## src/rtl/ring_fifo_arb_pkg.sv

```systemverilog
// ring_fifo_arb_pkg: arbiter state encoding and wrapping pointer helper.
package ring_fifo_arb_pkg;

    typedef enum logic {IDLE = 1'b0, BURST = 1'b1} state_t;

    function automatic int wrap_inc(input int p, input int n);
        return (p >= n - 1) ? 0 : p + 1;
    endfunction

endpackage

```

## src/rtl/ring_fifo_wr_arbiter_if.sv

```systemverilog
// ring_fifo_wr_arbiter_if: producer request bus plus FIFO write port of the arbiter.
interface ring_fifo_wr_arbiter_if #(
    parameter int N_REQ      = 4,
    parameter int DATA_WIDTH = 8
);
    logic [N_REQ-1:0]            req;
    logic [N_REQ*DATA_WIDTH-1:0] data;
    logic [N_REQ-1:0]            ack;
    logic                        fifo_write;
    logic [DATA_WIDTH-1:0]       fifo_datain;
    logic                        fifo_full;
    logic [$clog2(N_REQ)-1:0]    grant_id;
    logic                        busy;

    modport master (
        output req, data, fifo_full,
        input  ack, fifo_write, fifo_datain, grant_id, busy
    );

    modport slave (
        input  req, data, fifo_full,
        output ack, fifo_write, fifo_datain, grant_id, busy
    );
endinterface

```

## src/rtl/rr_priority_pick.sv

```systemverilog
// rr_priority_pick: first set request at or after rr_ptr, wrapping at N_REQ-1.
module rr_priority_pick #(
    parameter int N_REQ = 4
) (
    input  logic [N_REQ-1:0]         req,
    input  logic [$clog2(N_REQ)-1:0] rr_ptr,
    output logic                     found,
    output logic [$clog2(N_REQ)-1:0] idx
);
    localparam int IW = $clog2(N_REQ);

    logic [2*N_REQ-1:0] dbl;
    logic [N_REQ-1:0]   rot;
    logic [IW-1:0]      off;
    logic [IW:0]        sum;

    // rotate so bit 0 is rr_ptr, then the lowest set bit is the offset
    always_comb begin
        dbl = {req, req} >> rr_ptr;
        rot = dbl[N_REQ-1:0];
        found = 1'b0;
        off = '0;
        for (int k = N_REQ - 1; k >= 0; k--) begin
            if (rot[k]) begin
                found = 1'b1;
                off = IW'(k);
            end
        end
        sum = {1'b0, rr_ptr} + {1'b0, off};
        idx = (sum >= (IW+1)'(N_REQ)) ? IW'(sum - (IW+1)'(N_REQ)) : IW'(sum);
    end
endmodule

```

## src/rtl/ring_fifo_wr_arbiter.sv

```systemverilog
// ring_fifo_wr_arbiter: round-robin burst arbiter sharing one ring FIFO write port.
module ring_fifo_wr_arbiter
    import ring_fifo_arb_pkg::*;
#(
    parameter int N_REQ      = 4,
    parameter int DATA_WIDTH = 8,
    parameter int MAX_BURST  = 4
) (
    input logic                  clk,
    input logic                  reset,
    ring_fifo_wr_arbiter_if.slave bus
);
    localparam int IW = $clog2(N_REQ);
    localparam int CW = $clog2(MAX_BURST + 1);

    state_t          state, state_nx;
    logic [IW-1:0]   rr_ptr, rr_nx, owner, owner_nx, idx;
    logic [CW-1:0]   beat_cnt, cnt_nx;
    logic [N_REQ-1:0] ack_c;
    logic [DATA_WIDTH-1:0] din;
    logic            found;

    rr_priority_pick #(.N_REQ(N_REQ)) u_pick (
        .req   (bus.req),
        .rr_ptr(rr_ptr),
        .found (found),
        .idx   (idx)
    );

    always_ff @(posedge clk) begin
        if (!reset) begin
            state    <= IDLE;
            rr_ptr   <= '0;
            owner    <= '0;
            beat_cnt <= '0;
        end else begin
            state    <= state_nx;
            rr_ptr   <= rr_nx;
            owner    <= owner_nx;
            beat_cnt <= cnt_nx;
        end
    end

    always_comb begin
        state_nx = state;
        rr_nx    = rr_ptr;
        owner_nx = owner;
        cnt_nx   = beat_cnt;
        ack_c    = '0;
        if (state == IDLE) begin
            if (!bus.fifo_full && found) begin
                ack_c[idx] = 1'b1;
                owner_nx   = idx;
                cnt_nx     = CW'(1);
                if (MAX_BURST == 1) rr_nx = IW'(wrap_inc(int'(idx), N_REQ));
                else state_nx = BURST;
            end
        end else if (!bus.req[owner]) begin
            state_nx = IDLE;
            rr_nx    = IW'(wrap_inc(int'(owner), N_REQ));
        end else if (!bus.fifo_full) begin
            ack_c[owner] = 1'b1;
            cnt_nx       = beat_cnt + CW'(1);
            if (cnt_nx == CW'(MAX_BURST)) begin
                state_nx = IDLE;
                rr_nx    = IW'(wrap_inc(int'(owner), N_REQ));
            end
        end
    end

    // at most one ack bit is set, so OR-ing slices is a clean mux
    always_comb begin
        din = '0;
        for (int i = 0; i < N_REQ; i++)
            if (ack_c[i]) din = din | bus.data[i*DATA_WIDTH +: DATA_WIDTH];
    end

    always_comb begin
        bus.ack         = reset ? ack_c : '0;
        bus.fifo_write  = reset && |ack_c;
        bus.fifo_datain = reset ? din : '0;
        bus.busy        = reset && state == BURST;
        bus.grant_id    = (reset && state == BURST) ? owner : '0;
    end
endmodule
```

## src/flat_wrapper.sv

```systemverilog
// flat-port wrapper written by rule: the top's interface ports become plain ports
module ring_fifo_wr_arbiter_flat import ring_fifo_arb_pkg::*;
#(
    parameter int N_REQ      = 4,
    parameter int DATA_WIDTH = 8,
    parameter int MAX_BURST  = 4
)
  (clk, reset, bus_req, bus_data, bus_fifo_full, bus_ack, bus_fifo_write, bus_fifo_datain, bus_grant_id, bus_busy);
  ring_fifo_wr_arbiter_if #(.N_REQ(N_REQ), .DATA_WIDTH(DATA_WIDTH)) bus_i ();
  input logic clk;
  input logic reset;
  input wire logic [$bits(bus_i.req)-1:0] bus_req;
  input wire logic [$bits(bus_i.data)-1:0] bus_data;
  input wire logic [$bits(bus_i.fifo_full)-1:0] bus_fifo_full;
  output wire logic [$bits(bus_i.ack)-1:0] bus_ack;
  output wire logic [$bits(bus_i.fifo_write)-1:0] bus_fifo_write;
  output wire logic [$bits(bus_i.fifo_datain)-1:0] bus_fifo_datain;
  output wire logic [$bits(bus_i.grant_id)-1:0] bus_grant_id;
  output wire logic [$bits(bus_i.busy)-1:0] bus_busy;
  assign bus_i.req = bus_req;
  assign bus_i.data = bus_data;
  assign bus_i.fifo_full = bus_fifo_full;
  assign bus_ack = bus_i.ack;
  assign bus_fifo_write = bus_i.fifo_write;
  assign bus_fifo_datain = bus_i.fifo_datain;
  assign bus_grant_id = bus_i.grant_id;
  assign bus_busy = bus_i.busy;
  ring_fifo_wr_arbiter #(.N_REQ(N_REQ), .DATA_WIDTH(DATA_WIDTH), .MAX_BURST(MAX_BURST)) u_core (.clk(clk), .reset(reset), .bus(bus_i));
endmodule
```

## config.mk

```make
export PLATFORM = sky130hd
export DESIGN_NAME = ring_fifo_wr_arbiter_flat
export DESIGN_NICKNAME = d
export VERILOG_FILES = /design/src/rtl/ring_fifo_arb_pkg.sv /design/src/rtl/ring_fifo_wr_arbiter_if.sv /design/src/rtl/rr_priority_pick.sv /design/src/rtl/ring_fifo_wr_arbiter.sv /design/src/flat_wrapper.sv
export SDC_FILE = /design/constraint.sdc
export NUM_CORES = 1
export LEC_CHECK = 0
export CORE_MARGIN = 8
export CORE_UTILIZATION = 37
export CTS_CLUSTER_DIAMETER = 150
export DETAILED_ROUTE_END_ITERATION = 10
export GPL_ROUTABILITY_DRIVEN = 0
export GPL_TIMING_DRIVEN = 0
export PLACE_DENSITY = 0.85
export SLEW_MARGIN = 0
export SYNTH_ARGS = -nofsm -noshare
export SYNTH_HDL_FRONTEND = slang
export SYNTH_HIERARCHICAL = 1
export SYNTH_SLANG_ARGS = --single-unit
```

## constraint.sdc

```tcl
create_clock -name clk -period 2.85 [get_ports clk]
set_input_delay 0.57 -clock clk [delete_from_list [all_inputs] [get_ports clk]]
set_output_delay 0.57 -clock clk [all_outputs]
set_load 0.01 [all_outputs]
```

==> metrics.md, run 1 <==
| Metric | Value |
|---|---|
| Result of the run | `finished with violations` |
| Failing checks | `negative setup slack` |
| Drt drc | `0` |
| Distinct cells, synth | `37` |
| Number of I/O pins | `55` |
| First-pass iteration count of the detailed router | `4` |
| Sum of internal, switching and leakage power | `603 uW` |
| Switching power summed over all nets | `236 uW` |
| DRT Wirelength | `5.50 mm` |
| Placed standard-cell area | `1830 sq um` |
| Worst-path clk slew | `0.06 ns` |
| Final count of hold timing violations | `0` |
| Delay of the slowest cell on the worst path | `0.25 ns` |
| Start point of the worst min-delay path | `u_core/beat_cnt[1]` |
| Post-Place Worst Slack | `-1.63 ns` |
| Worst endpoint required time | `2.28 ns` |
| Detailed Place HPWL | `3.19 mm` |
| Cell row count | `20` |
| Cell-by-cell listing of the critical path | `buf_12, nor2b_4, a21oi_2, o22ai_1, o21a_1, ha_4, xnor2_4, xnor2_4, nand4bb_4, buf_12, nor2_4, buf_4, nor2_2, a41oi_2, buf_2` |
| DIE HEIGHT | `71.2 um` |
| Startpoint of the most critical register-to-register path | `u_core/rr_ptr[1]` |
| Inserted Clock Buffers | `3` |
| Worst-path fanout max | `6` |
| Maximum number of pins on one net before global-route repair | `11` |
| Register bit total from synthesis | `8` |
| DIE AREA | `5070 sq um` |
| Cell type of the slowest stage on the worst timing path | `xnor2_4` |
| Slew at the pin closest to its max-slew limit | `0.665 ns` |
| Fill cell instance count of the final layout | `203` |
| Source-to-sink clock delay at the later pin of the worst-skew pair | `0.26 ns` |
| Max Cap Violations | `0` |
| Launch point of the critical path | `bus_req[1]` |
| Portion of total power attributed to sequential cells | `22.1%` |
| RSZ-0062 raised after global routing | `yes` |
| CP Data Arrival Time | `2.82 ns` |
| Vias post-DR | `1,619` |
| Cts-stage hold buffer count | `0` |
| Overflow left after global routing | `0` |
| Fraction of power spent switching nets | `39.2%` |
| Die Wd | `71.2 um` |
| Via density per instance | `6.11` |
| TritonCTS clock tree | `yes` |
| Setup violators final | `13` |
| Kind of end point of the critical path | `output pin` |
| Gate count after technology mapping | `150` |
| Growth of design area from synthesis to finish | `97.3%` |
| Share of the clock period used by the worst path | `119%` |
| Post-synthesis average cell area | `7.52 sq um` |
| Setup CP Type | `in -> out` |
| Seq. cell area | `164 sq um` |
| Std-Cell Core Area | `2980 sq um` |
| Layout Cell Area excl Fill | `2230 sq um` |
| Startpoint class of the critical path | `input pin` |
| Layout Skew | `0.00836 ns` |
| Count of synthesis-stage warnings from yosys | `6` |
| IO Port Bufs | `54` |
| Relative max-transition margin | `54.4%` |
| Final cell count without fillers | `265` |
| Vias in the first global route | `1,595` |
| Comb pwr share | `63.0%` |
| Power density of the placed cells | `271 nW/um^2` |
| CTS max path bufs | `2` |
| Buffering stage count on the worst path with inverters included | `4` |
| Min cycle time layout | `3.39 ns` |
| Setup_tns | `-5.66 ns` |
| Net total in the final layout | `280` |
| Wire length of the first global-routing pass | `7.94 mm` |
| Synthesized net count | `196` |
| Type of the worst min-delay path | `reg -> reg` |
| CTS Root Buffer Type | `clkbuf_4` |
| Residual antenna-violating net count after detailed routing | `0` |
| Clock share of power | `14.8%` |
| Synth Cell Area | `1130 sq um` |
| H-tree level count | `1` |
| Antenna Cells | `0` |
| Worst IR drop on VDD | `0.252 mV` |
| Initial Utilization | `37.9%` |
| Leakage | `0.806 nW` |
| Setup slack of the worst register-to-register path | `0.69 ns` |
| Wirelength per Cell | `20.7 um` |
| Fmax | `0.295 GHz` |
| Portion of the post-synthesis area used by sequential elements | `14.2%` |
| Setup WS post-layout | `-0.543 ns` |
| Top Family by Delay on Critical Path | `buffers and inverters` |
| Internal power summed over all cells | `367 uW` |
| Number of antenna violations at the first check in global routing | `0` |
| Area of the multi-input gates | `1210 sq um` |
| Max-slew violations | `0` |
| Share of layout cells above drive strength 1 | `41.4%` |
| Number of DRC markers after the initial detailed-route iteration | `64` |
| Sinks on the clock net | `8` |
| Cell total after placement | `237` |
| Total global-route track usage | `19.2%` |
cells by family after synthesis:
kind of cell / share of synthesized area [%]
mux: 6.87
fa+ha+maj: 7.76
xor+xnor: 2.33
buf+inv: 4.32
compound gates: 37.3
simple gates: 27.3
flops: 14.2
cell type report:
type | instances | area share (%)
timing repair buffer | 77 | 32.8
inverter | 7 | 1.35
sequential | 8 | 7.36
clock buffer | 3 | 1.01
multi-input combinational | 132 | 54.5
buffer | 5 | 1.18
tap | 33 | 1.85
placed cells by master, fill, tap and decap left out, drive strengths merged, types with 4 or more instances in the layout:
cell / synthesis / routed
buf: 3 / 43
o22ai: 6 / 6
inv: 7 / 6
nand4bb: 6 / 6
ha: 7 / 7
a21oi: 8 / 8
dfxtp: 8 / 8
a41oi: 9 / 9
nand2: 6 / 6
mux2i: 4 / 4
nor2: 15 / 17
nand4b: 4 / 4
clkdlybuf4s50: 0 / 36
clkbuf: 2 / 5
nor3: 4 / 4
o21ai: 34 / 34
per-layer routing:
metal	vias to the layer above	wire length (um)	GRT usage, %
li1	757	-	-
met1	777	2330	22.4
met2	69	2650	33.9
met3	16	371	3.35
met4	0	138	7.16
met5	-	0	0
cell usage after synthesis:
cell type | n | area share (%)
a21oi_1 | 8 | 3.5
a2bb2oi_1 | 1 | 0.78
a311oi_1 | 1 | 0.78
a41oi_1 | 9 | 7.0
and2b_1 | 1 | 0.67
buf_2 | 3 | 1.3
clkbuf_1 | 2 | 0.67
dfxtp_1 | 8 | 14
ha_1 | 7 | 7.8
inv_1 | 7 | 2.3
mux2_4 | 1 | 1.3
mux2i_1 | 4 | 3.5
mux4_2 | 1 | 2.0
nand2_1 | 6 | 2.0
nand2b_1 | 3 | 1.7
nand3_1 | 1 | 0.44
nand3_2 | 1 | 0.89
nand3b_1 | 2 | 1.3
nand4b_1 | 4 | 3.1
nand4bb_1 | 6 | 6.0
nor2_1 | 15 | 5.0
nor2b_1 | 2 | 1.1
nor3_1 | 3 | 1.3
nor3_2 | 1 | 0.89
o211ai_1 | 1 | 0.67
o211ai_2 | 1 | 1.1
o21a_1 | 1 | 0.67
o21ai_0 | 26 | 12
o21ai_1 | 8 | 3.5
o22ai_1 | 5 | 2.8
o22ai_2 | 1 | 1.1
o2bb2ai_1 | 1 | 0.78
o311ai_2 | 1 | 1.4
o31a_4 | 1 | 1.6
or3b_1 | 2 | 1.6
or4_1 | 2 | 1.3
xnor2_1 | 3 | 2.3
power by group through the flow:
stage	Clock [mW]	Combinational, mW	Sequential [mW]
after detailed placement	0	0.276	0.135
after global routing	0.0977	0.401	0.136
after global placement	0	0.271	0.134
after floorplan	0	0.153	0.131
final	0.0892	0.380	0.133
after CTS	0.0924	0.335	0.132
tightest hold or removal path, delay by kind of cell, from the launching register on:
| kind | cells | cell delay [ns] |
|---|---|---|
| flops | 1 | 0.33 |
| mux | 1 | 0.06 |
| simple gates | 1 | 0.06 |
timing repair:
action | 4_1_cts | 5_1_grt
resized for setup | 105 | 23
setup endpoints to repair | 15 | 15
buffers inserted | 19 | 4
gates cloned | 2 | 0
pin swaps | 20 | 11
worst paths after layout:
check	endpoint	cells past startpoint
worst min register to register	u_core/beat_cnt[1]	2
worst min-delay path	u_core/beat_cnt[1]	2
worst max-delay path	bus_fifo_write	15
worst max register to register	u_core/owner[1]	11
registers in the layout (all words and copies together) (netlist names):
register / count
u_core/beat_cnt: 3
u_core/state: 1
u_core/rr_ptr: 2
u_core/owner: 2
per-stage QoR:
step	utilization (%)	hold slack (ns)
global placement	61.5	0.468
global route	74.8	0.516
detailed placement	61.5	0.487
floorplan	-	0.455
finish	74.8	0.488
CTS	70.5	0.496
(Power assumes the default switching activity.)
==> run 2: changes to the inputs <==
- ABC_AREA: not set -> 1
- CAP_MARGIN: not set -> 20
- CTS_CLUSTER_DIAMETER: 150 -> 120
- PLACE_DENSITY: 0.85 -> 0.86
==> run 2 against run 1 <==
  * Fmax up 2.8%
  * Clock skew down 0.0026 ns
  * First-iteration DRC count down 1.6%
  * Total power up 51%
  * The flow still finishes with violations (negative setup slack)
  * Sequential share of layout area up 1.3 points
  * Critical path depth up 3
  * Count of clock-buffer cells in the layout unchanged
  * Routed wire length down 22%
  * Core utilization down 11 points
  * Clock power down 2%
  * Hold slack worse by 0.0068 ns
  * Die area down 1.0%
==> metrics.md, run 2 <==
| Metric | Value |
|---|---|
| Result of the run | `finished with violations` |
| Failing checks | `negative setup slack` |
| Most numerous cell types in the synthesized netlist | `nand2_1 (63), nand3_1 (38), nor2_1 (34), inv_1 (12), dfxtp_1 (8)` |
| Growth of design area from synthesis to finish | `70.4%` |
| Register bit total from synthesis | `8 (unchanged)` |
| Fraction of power spent switching nets | `48.4% (+9.2 points)` |
| Most used cell, CP | `nand3_2` |
| Vias in the first global route | `1,455 (-8.8%)` |
| Worst endpoint required time | `2.28 ns (about the same)` |
| Maximum number of pins on one net before global-route repair | `11 (unchanged)` |
| Inserted Clock Buffers | `3 (unchanged)` |
| Overflow left after global routing | `0 (unchanged)` |
| Count of synthesis-stage warnings from yosys | `6 (unchanged)` |
| Startpoint class of the critical path | `flip-flop` |
| Launch point of the critical path | `u_core/rr_ptr[0]` |
| Type of the worst min-delay path | `reg -> reg` |
| Clock share of power | `9.6% (-5.2 points)` |
| Async S/R FF share, synth | `0% (unchanged)` |
| Internal power summed over all cells | `469 uW (+28%)` |
| Setup violators final | `13 (unchanged)` |
| Layout Skew | `0.00576 ns (-0.00259 ns)` |
| Min cycle time layout | `3.30 ns (-0.0923 ns)` |
| Relative max-transition margin | `60.4% (+6.0 points)` |
| Placed standard-cell area | `1760 sq um (-3.7%)` |
| Ranking of synthesized cells by area | `nand2_1 (21%), nand3_1 (17%), dfxtp_1 (14%)` |
| CTS max path bufs | `2 (unchanged)` |
| Synth Cell Area | `1110 sq um (-1.3%)` |
| Wire length of the first global-routing pass | `6.84 mm (-14%)` |
| Setup CP Type | `reg -> out` |
| Total global-route track usage | `16.5% (-2.7 points)` |
| Antenna Cells | `0 (unchanged)` |
| Delay of the slowest cell on the worst path | `0.43 ns (+0.18 ns)` |
| Share of the clock period used by the worst path | `116% (-3.2 points)` |
| Wirelength per Cell | `14.1 um (-32%)` |
| Worst-path clk slew | `0.06 ns (about the same)` |
| Synthesized net count | `246 (+26%)` |
| Portion of total power attributed to sequential cells | `16.3% (-5.8 points)` |
| Register ranked first by flip-flop count | `u_core/beat_cnt` |
| Net total in the final layout | `317 (+13%)` |
| Cts-stage hold buffer count | `0 (unchanged)` |
| Setup WS post-layout | `-0.451 ns (+0.0923 ns)` |
| Cell row count | `20 (unchanged)` |
| Cell-by-cell listing of the critical path | `inv_6, nand2_4, nand3_2, nand2_2, nand3_2, a21boi_2, ha_2, xor2_2, inv_1, nand3_2, nand2_4, or2_4, o21ai_4, nand3_1, nand2_1, nor2_1, nor2_2, buf_2` |
| First-pass iteration count of the detailed router | `5 (+1)` |
| Post-synthesis average cell area | `5.57 sq um (-26%)` |
| DRT Wirelength | `4.27 mm (-22%)` |
| Commonest non-fill, non-tap cell in the layout | `nand2_1` |
| Startpoint of the most critical register-to-register path | `u_core/rr_ptr[0]` |
| Buffering stage count on the worst path with inverters included | `3 (-1)` |
| Power density of the placed cells | `479 nW/um^2 (+77%)` |
| Worst IR drop on VDD | `0.283 mV (+12%)` |
| CP Data Arrival Time | `2.73 ns (-0.09 ns)` |
| Most used flip-flop cell after synthesis | `dfxtp_1` |
| Residual antenna-violating net count after detailed routing | `0 (unchanged)` |
| Detailed Place HPWL | `3.08 mm (-3.5%)` |
| Number of DRC markers after the initial detailed-route iteration | `63 (-1.6%)` |
| Distinct cells, synth | `25 (-32%)` |
| Length in cells of the worst reg-to-reg path | `14 (+3)` |
| Count leader, synth | `nand2_1` |
| Source-to-sink clock delay at the later pin of the worst-skew pair | `0.26 ns (about the same)` |
| Sum of internal, switching and leakage power | `909 uW (+51%)` |
| Die Wd | `70.9 um (-0.52%)` |
| Leakage | `0.905 nW (+12%)` |
| Worst r2r dst | `u_core/owner[1]` |
| Sinks on the clock net | `8 (unchanged)` |
| Vias post-DR | `1,620 (+0.062%)` |
| Slew at the pin closest to its max-slew limit | `0.594 ns (-0.0707 ns)` |
| Biggest area consumer among synthesized cells | `nand2_1` |
| Top Family by Delay on Critical Path | `simple AND/OR/NAND/NOR gates` |
| Max-slew violations | `0 (unchanged)` |
| Fmax | `0.303 GHz (+2.8%)` |
| Area share of the largest cell type after synthesis | `21.2% (+7.0 points)` |
| DIE AREA | `5020 sq um (-1.0%)` |
| Setup slack of the worst register-to-register path | `0.85 ns (+0.16 ns)` |
| DIE HEIGHT | `70.9 um (-0.52%)` |
| Via density per instance | `5.36 (-12%)` |
| Path length in cells of the critical path | `18 (+3)` |
| IO Port Bufs | `54 (unchanged)` |
| Layout Cell Area excl Fill | `1900 sq um (-15%)` |
| Drt drc | `0 (unchanged)` |
| Switching power summed over all nets | `440 uW (+86%)` |
| Largest register FFs | `3 (unchanged)` |
| Initial Utilization | `37.7% (-0.19 points)` |
| Portion of the post-synthesis area used by sequential elements | `14.4% (+0.19 points)` |
| Gate count after technology mapping | `200 (+33%)` |
| Final count of hold timing violations | `0 (unchanged)` |
| Kind of end point of the critical path | `output pin` |
| Worst-path fanout max | `7 (+1)` |
| RSZ-0062 raised after global routing | `yes` |
| Largest regs | `u_core/beat_cnt: 3 flops, u_core/owner: 2 flops, u_core/rr_ptr: 2 flops` |
| Number of antenna violations at the first check in global routing | `0 (unchanged)` |
| H-tree level count | `1 (unchanged)` |
| EDFF count, synth | `0 (unchanged)` |
| CTS Root Buffer Type | `clkbuf_4` |
| Share of layout cells above drive strength 1 | `31.6% (-9.8 points)` |
| Number of I/O pins | `55 (unchanged)` |
| Comb pwr share | `74.1% (+11 points)` |
| Max Cap Violations | `0 (unchanged)` |
| Most frequent cells in the layout | `nand2_1 (54), clkdlybuf4s50_1 (37), nand3_1 (31), nor2_1 (23), buf_2 (17)` |
| CP endpoint | `bus_fifo_datain[2]` |
| Cell type of the slowest stage on the worst timing path | `dfxtp_4` |
| Std-Cell Core Area | `2950 sq um (-0.84%)` |
| TritonCTS clock tree | `yes` |
run 2: cell types whose count changed in the layout (fill, tap and decap cells not counted), moves of 8 or more:
| cell | previous run | this run |
|---|---|---|
| nand3_1 | 1 | 31 |
| o21ai_0 | 18 | 4 |
| nand2_2 | 0 | 9 |
| o21ai_1 | 8 | 0 |
| a41oi_2 | 9 | 0 |
| nand2_1 | 6 | 54 |
| nand3_2 | 1 | 9 |
| nor2_2 | 2 | 12 |
| nor2_1 | 7 | 23 |
| nor2_4 | 8 | 0 |
| buf_6 | 11 | 3 |
run 2: cell type report:
class | instances | area, sq um
Buffer | 2 | 11.3
Clock buffer | 3 | 22.5
Fill cell | 264 | 1050
Inverter | 17 | 76.3
Multi-Input combinational cell | 174 | 1030
Sequential cell | 8 | 165
Tap cell | 33 | 41.3
Timing Repair Buffer | 65 | 549
run 2: what timing repair did:
item / in CTS / in global routing
pin swaps: 28 / 10
gates cloned: 1 / 0
setup endpoints to repair: 13 / 13
buffers inserted: 11 / 0
gates resized for setup: 87 / 12
run 2: worst min-delay path by stage:
stage          cells past startpoint          startpoint                 end  slack (ns)
4_1_cts                            2  u_core/beat_cnt[2]  u_core/beat_cnt[2]        0.49
3_3_place_gp                       2  u_core/beat_cnt[2]  u_core/beat_cnt[2]        0.47
3_5_place_dp                       2  u_core/beat_cnt[2]  u_core/beat_cnt[2]        0.48
5_1_grt                            2  u_core/beat_cnt[1]  u_core/beat_cnt[1]        0.51
6_report                           2  u_core/beat_cnt[2]  u_core/beat_cnt[2]        0.48
2_1_floorplan                      2  u_core/beat_cnt[2]  u_core/beat_cnt[2]        0.45
run 2: kinds of logic after synthesis:
logic type | Yosys count | synth area share, %
AOI/OAI and AO/OA | 15 | 10.2
xor gates and xnor gates | 1 | 0.787
adders and majority gates | 7 | 7.86
buffers and inverters | 19 | 7.19
DFF | 8 | 14.4
and+or+nand+nor | 150 | 59.6
run 2: tightest hold or removal path, stage by stage (launching register included):
cell and delay, ns:
dfxtp_1 0.32, nand2_1 0.07, a21oi_1 0.05
run 2: per-stage QoR:
stage                     worst slack, ns  setup TNS [ns]  utilization (%)  hold WS, ns  cells
final                              -0.451           -4.42             64.3        0.482    302
after global routing               -0.601           -6.44             64.3        0.512    302
after CTS                          -0.393           -3.73             62.8        0.485    302
after detailed placement            -1.43          -17.48             59.7        0.475    287
after global placement              -1.36          -16.66             59.7        0.467    287
after floorplan                   0.00138               0                -        0.453    200
run 2: routing by layer:
layer  share of wire (%)  global-route usage (%)  wire (um)  up-vias
met5                   0                       0          0        -
met4                 4.2                    7.62        179        0
met3                 6.5                    5.37        278       18
met2                  49                    27.4       2080       62
met1                  40                    18.6       1730      743
li1                    -                       -          -      797
run 2: power groups by stage:
stage	combinational, mW	clock [mW]	sequential, mW
after detailed placement	0.567	0	0.148
after global placement	0.559	0	0.147
after floorplan	0.369	0	0.144
final	0.673	0.0875	0.148
after global routing	0.737	0.0975	0.150
after CTS	0.638	0.0906	0.146
==> run 3: changes to the inputs <==
- GPL_TIMING_DRIVEN: 0 -> 1
==> run 3 against run 2 <==
  * The run still ends with negative setup slack left
  * First-iteration DRC count is 43% higher
  * Total power is 17% higher
  * Final area is 12% higher
  * Fmax decreased by 0.41%
  * Sequential share of layout area fell by 0.99 points
  * Worst setup slack got worse by 0.014 ns
  * Final cell count up 6.0%
  * Clock power up 0.7%
  * Critical path type unchanged
  * Critical endpoint is now bus_fifo_datain[7]
  * Largest cell class unchanged
==> metrics.md, run 3 (synthesis results as in run 2) <==
| Metric | Value |
|---|---|
| Number of I/O pins | `55 (unchanged)` |
| Hold Path End | `u_core/beat_cnt[2]` |
| GR Layer Usage met1 | `20.3% (+1.7 points)` |
| Number of DRC markers after the initial detailed-route iteration | `90 (+43%)` |
| DRT Wirelength | `4.70 mm (+10%)` |
| CTS Root Buffer Type | `clkbuf_4` |
| Failing checks | `negative setup slack` |
| IO Port Bufs | `54 (unchanged)` |
| Max-slew violations | `0 (unchanged)` |
| CTS max path bufs | `2 (unchanged)` |
| Final cell count without fillers | `320 (+6.0%)` |
| Clock share of power | `8.3% (-1.3 points)` |
| Largest register FFs | `3 (unchanged)` |
| Drt drc | `0 (unchanged)` |
| Final count of hold timing violations | `0 (unchanged)` |
| DIE HEIGHT | `70.9 um (unchanged)` |
| Start point of the worst min-delay path | `u_core/beat_cnt[2]` |
| Total global-route track usage | `19.0% (+2.5 points)` |
| Worst r2r dst | `u_core/owner[1]` |
| Net total in the final layout | `335 (+5.7%)` |
| Portion of total power attributed to sequential cells | `14.0% (-2.3 points)` |
| Most frequent cells in the layout | `nand2_1 (53), clkdlybuf4s50_1 (37), nand3_1 (32), nor2_1 (19), buf_4 (18)` |
| Std-Cell Core Area | `2950 sq um (unchanged)` |
| Maximum number of pins on one net before global-route repair | `15 (+4)` |
| Die Wd | `70.9 um (unchanged)` |
| Source-to-sink clock delay at the later pin of the worst-skew pair | `0.26 ns (about the same)` |
| Worst-path fanout max | `6 (-1)` |
| Register ranked first by flip-flop count | `u_core/beat_cnt` |
| Final Util | `72.0% (+7.7 points)` |
| Sinks on the clock net | `8 (unchanged)` |
| TritonCTS clock tree | `yes` |
| Worst endpoint required time | `2.28 ns (about the same)` |
| Via density per instance | `5.10 (-4.9%)` |
| GR peak layer | `met2` |
| Slew at the pin closest to its max-slew limit | `0.632 ns (+0.0374 ns)` |
| Wirelength per Cell | `14.7 um (+3.9%)` |
| Wire length of the first global-routing pass | `7.80 mm (+14%)` |
| Worst hold path cell count | `2 (unchanged)` |
| Residual antenna-violating net count after detailed routing | `0 (unchanged)` |
| Cts-stage hold buffer count | `0 (unchanged)` |
| Share of layout cells above drive strength 1 | `37.6% (+6.0 points)` |
| Fraction of power spent switching nets | `44.8% (-3.6 points)` |
| Setup violators final | `13 (unchanged)` |
| H-tree level count | `1 (unchanged)` |
| Antenna Cells | `0 (unchanged)` |
| RSZ-0062 raised after global routing | `yes` |
| Commonest non-fill, non-tap cell in the layout | `nand2_1` |
| First-pass iteration count of the detailed router | `4 (-1)` |
| Met2 global-route usage | `35.4% (+8.0 points)` |
| Met3 usage | `2.68% (-2.7 points)` |
| Worst IR drop on VDD | `0.252 mV (-11%)` |
| Cell total after placement | `300 (+4.5%)` |
| Relative max-transition margin | `57.9% (-2.5 points)` |
| Initial Utilization | `37.7% (unchanged)` |
| Number of antenna violations at the first check in global routing | `0 (unchanged)` |
| Largest regs | `u_core/beat_cnt: 3 flops, u_core/owner: 2 flops, u_core/rr_ptr: 2 flops` |
| Power density of the placed cells | `502 nW/um^2 (+4.7%)` |
| Length in cells of the worst reg-to-reg path | `16 (+2)` |
| CP Data Arrival Time | `2.74 ns (about the same)` |
| Worst-path clk slew | `0.05 ns (about the same)` |
| Worst hold slack | `0.484 ns (+0.00211 ns)` |
| Switching power summed over all nets | `478 uW (+8.6%)` |
| Setup slack of the worst register-to-register path | `0.72 ns (-0.13 ns)` |
| Setup CP Type | `reg -> out` |
| Vias in the first global route | `1,680 (+15%)` |
| Startpoint class of the critical path | `flip-flop` |
| Cell row count | `20 (unchanged)` |
| Overflow left after global routing | `0 (unchanged)` |
| Result of the run | `finished with violations` |
| Detailed Place HPWL | `3.25 mm (+5.5%)` |
| Internal power summed over all cells | `589 uW (+26%)` |
| Max Cap Violations | `0 (unchanged)` |
| Inserted Clock Buffers | `3 (unchanged)` |
| Fmax | `0.302 GHz (-0.41%)` |
| Vias post-DR | `1,633 (+0.80%)` |
| Min cycle time layout | `3.31 ns (+0.0137 ns)` |
| Post-Place Worst Slack | `-1.35 ns (+0.0829 ns)` |
| Startpoint of the most critical register-to-register path | `u_core/rr_ptr[0]` |
| DIE AREA | `5020 sq um (unchanged)` |
| Kind of end point of the critical path | `output pin` |
| Growth of design area from synthesis to finish | `90.9%` |
| Comb pwr share | `77.8% (+3.7 points)` |
| Leakage | `1.02 nW (+13%)` |
| Share of the clock period used by the worst path | `116% (+0.48 points)` |
| Type of the worst min-delay path | `reg -> reg` |
| Layout Skew | `0.00402 ns (-0.00174 ns)` |
| Setup WS post-layout | `-0.465 ns (-0.0137 ns)` |
==> run 3: cell type report <==
| type | count | area [sq um] |
|---|---|---|
| inverter | 17 | 73.8 |
| timing repair buffer | 85 | 787 |
| multi-input combinational | 174 | 1040 |
| sequential | 8 | 164 |
| clock buffer | 3 | 22.5 |
| tap | 33 | 41.3 |
| fill | 225 | 827 |
==> run 3: worst max-delay path: stages, from the launching register on <==
cell and delay, ns:
dfxtp_4 0.37, buf_12 0.13, nand2_8 0.04, nand3_2 0.06, nand2_2 0.09, nand3_2 0.06
a21boi_2 0.12, ha_2 0.19, xor2_2 0.16, inv_1 0.07, nand3_2 0.06, nand2_2 0.07
or2_4 0.26, o21ai_4 0.18, buf_6 0.12, buf_6 0.10, nand3_2 0.08, nand2_2 0.08
nor2_2 0.04, nor2_2 0.06, buf_2 0.14
==> run 3: routing by layer <==
layer,up-vias,wire (um)
li1,835,-
met1,746,1840
met2,39,2520
met3,13,188
met4,0,147
met5,-,0
==> run 3: worst max-delay path by stage <==
stage | from | to | cells past startpoint
floorplan | bus_req[1] | bus_fifo_datain[1] | 16
global placement | bus_req[1] | bus_fifo_datain[0] | 17
detailed placement | bus_req[1] | bus_fifo_datain[0] | 17
CTS | u_core/rr_ptr[0] | bus_fifo_datain[5] | 20
global route | u_core/rr_ptr[0] | bus_fifo_datain[7] | 20
finish | u_core/rr_ptr[0] | bus_fifo_datain[7] | 20
==> run 3: power groups by stage <==
stage,registers [mW],clock network (mW),logic [mW]
2_1_floorplan,0.144,0,0.369
3_3_place_gp,0.150,0,0.619
3_5_place_dp,0.150,0,0.627
4_1_cts,0.149,0.0951,0.751
5_1_grt,0.152,0.100,0.899
6_report,0.149,0.0881,0.829
==> run 3: through the flow <==
step	area, sq um	setup TNS [ns]	power (mW)
CTS	2040	-4.78	0.994
detailed placement	1890	-16.36	0.777
finish	2130	-4.75	1.07
global placement	1890	-15.44	0.769
global route	2130	-7.39	1.15
floorplan	1180	0	0.512
==> run 3: repair_timing <==
item / 4_1_cts / 5_1_grt
setup buffers: 13 / 2
gates resized for setup: 86 / 20
cloned: 2 / 0
pin swaps: 24 / 14
setup endpoints to repair: 13 / 13
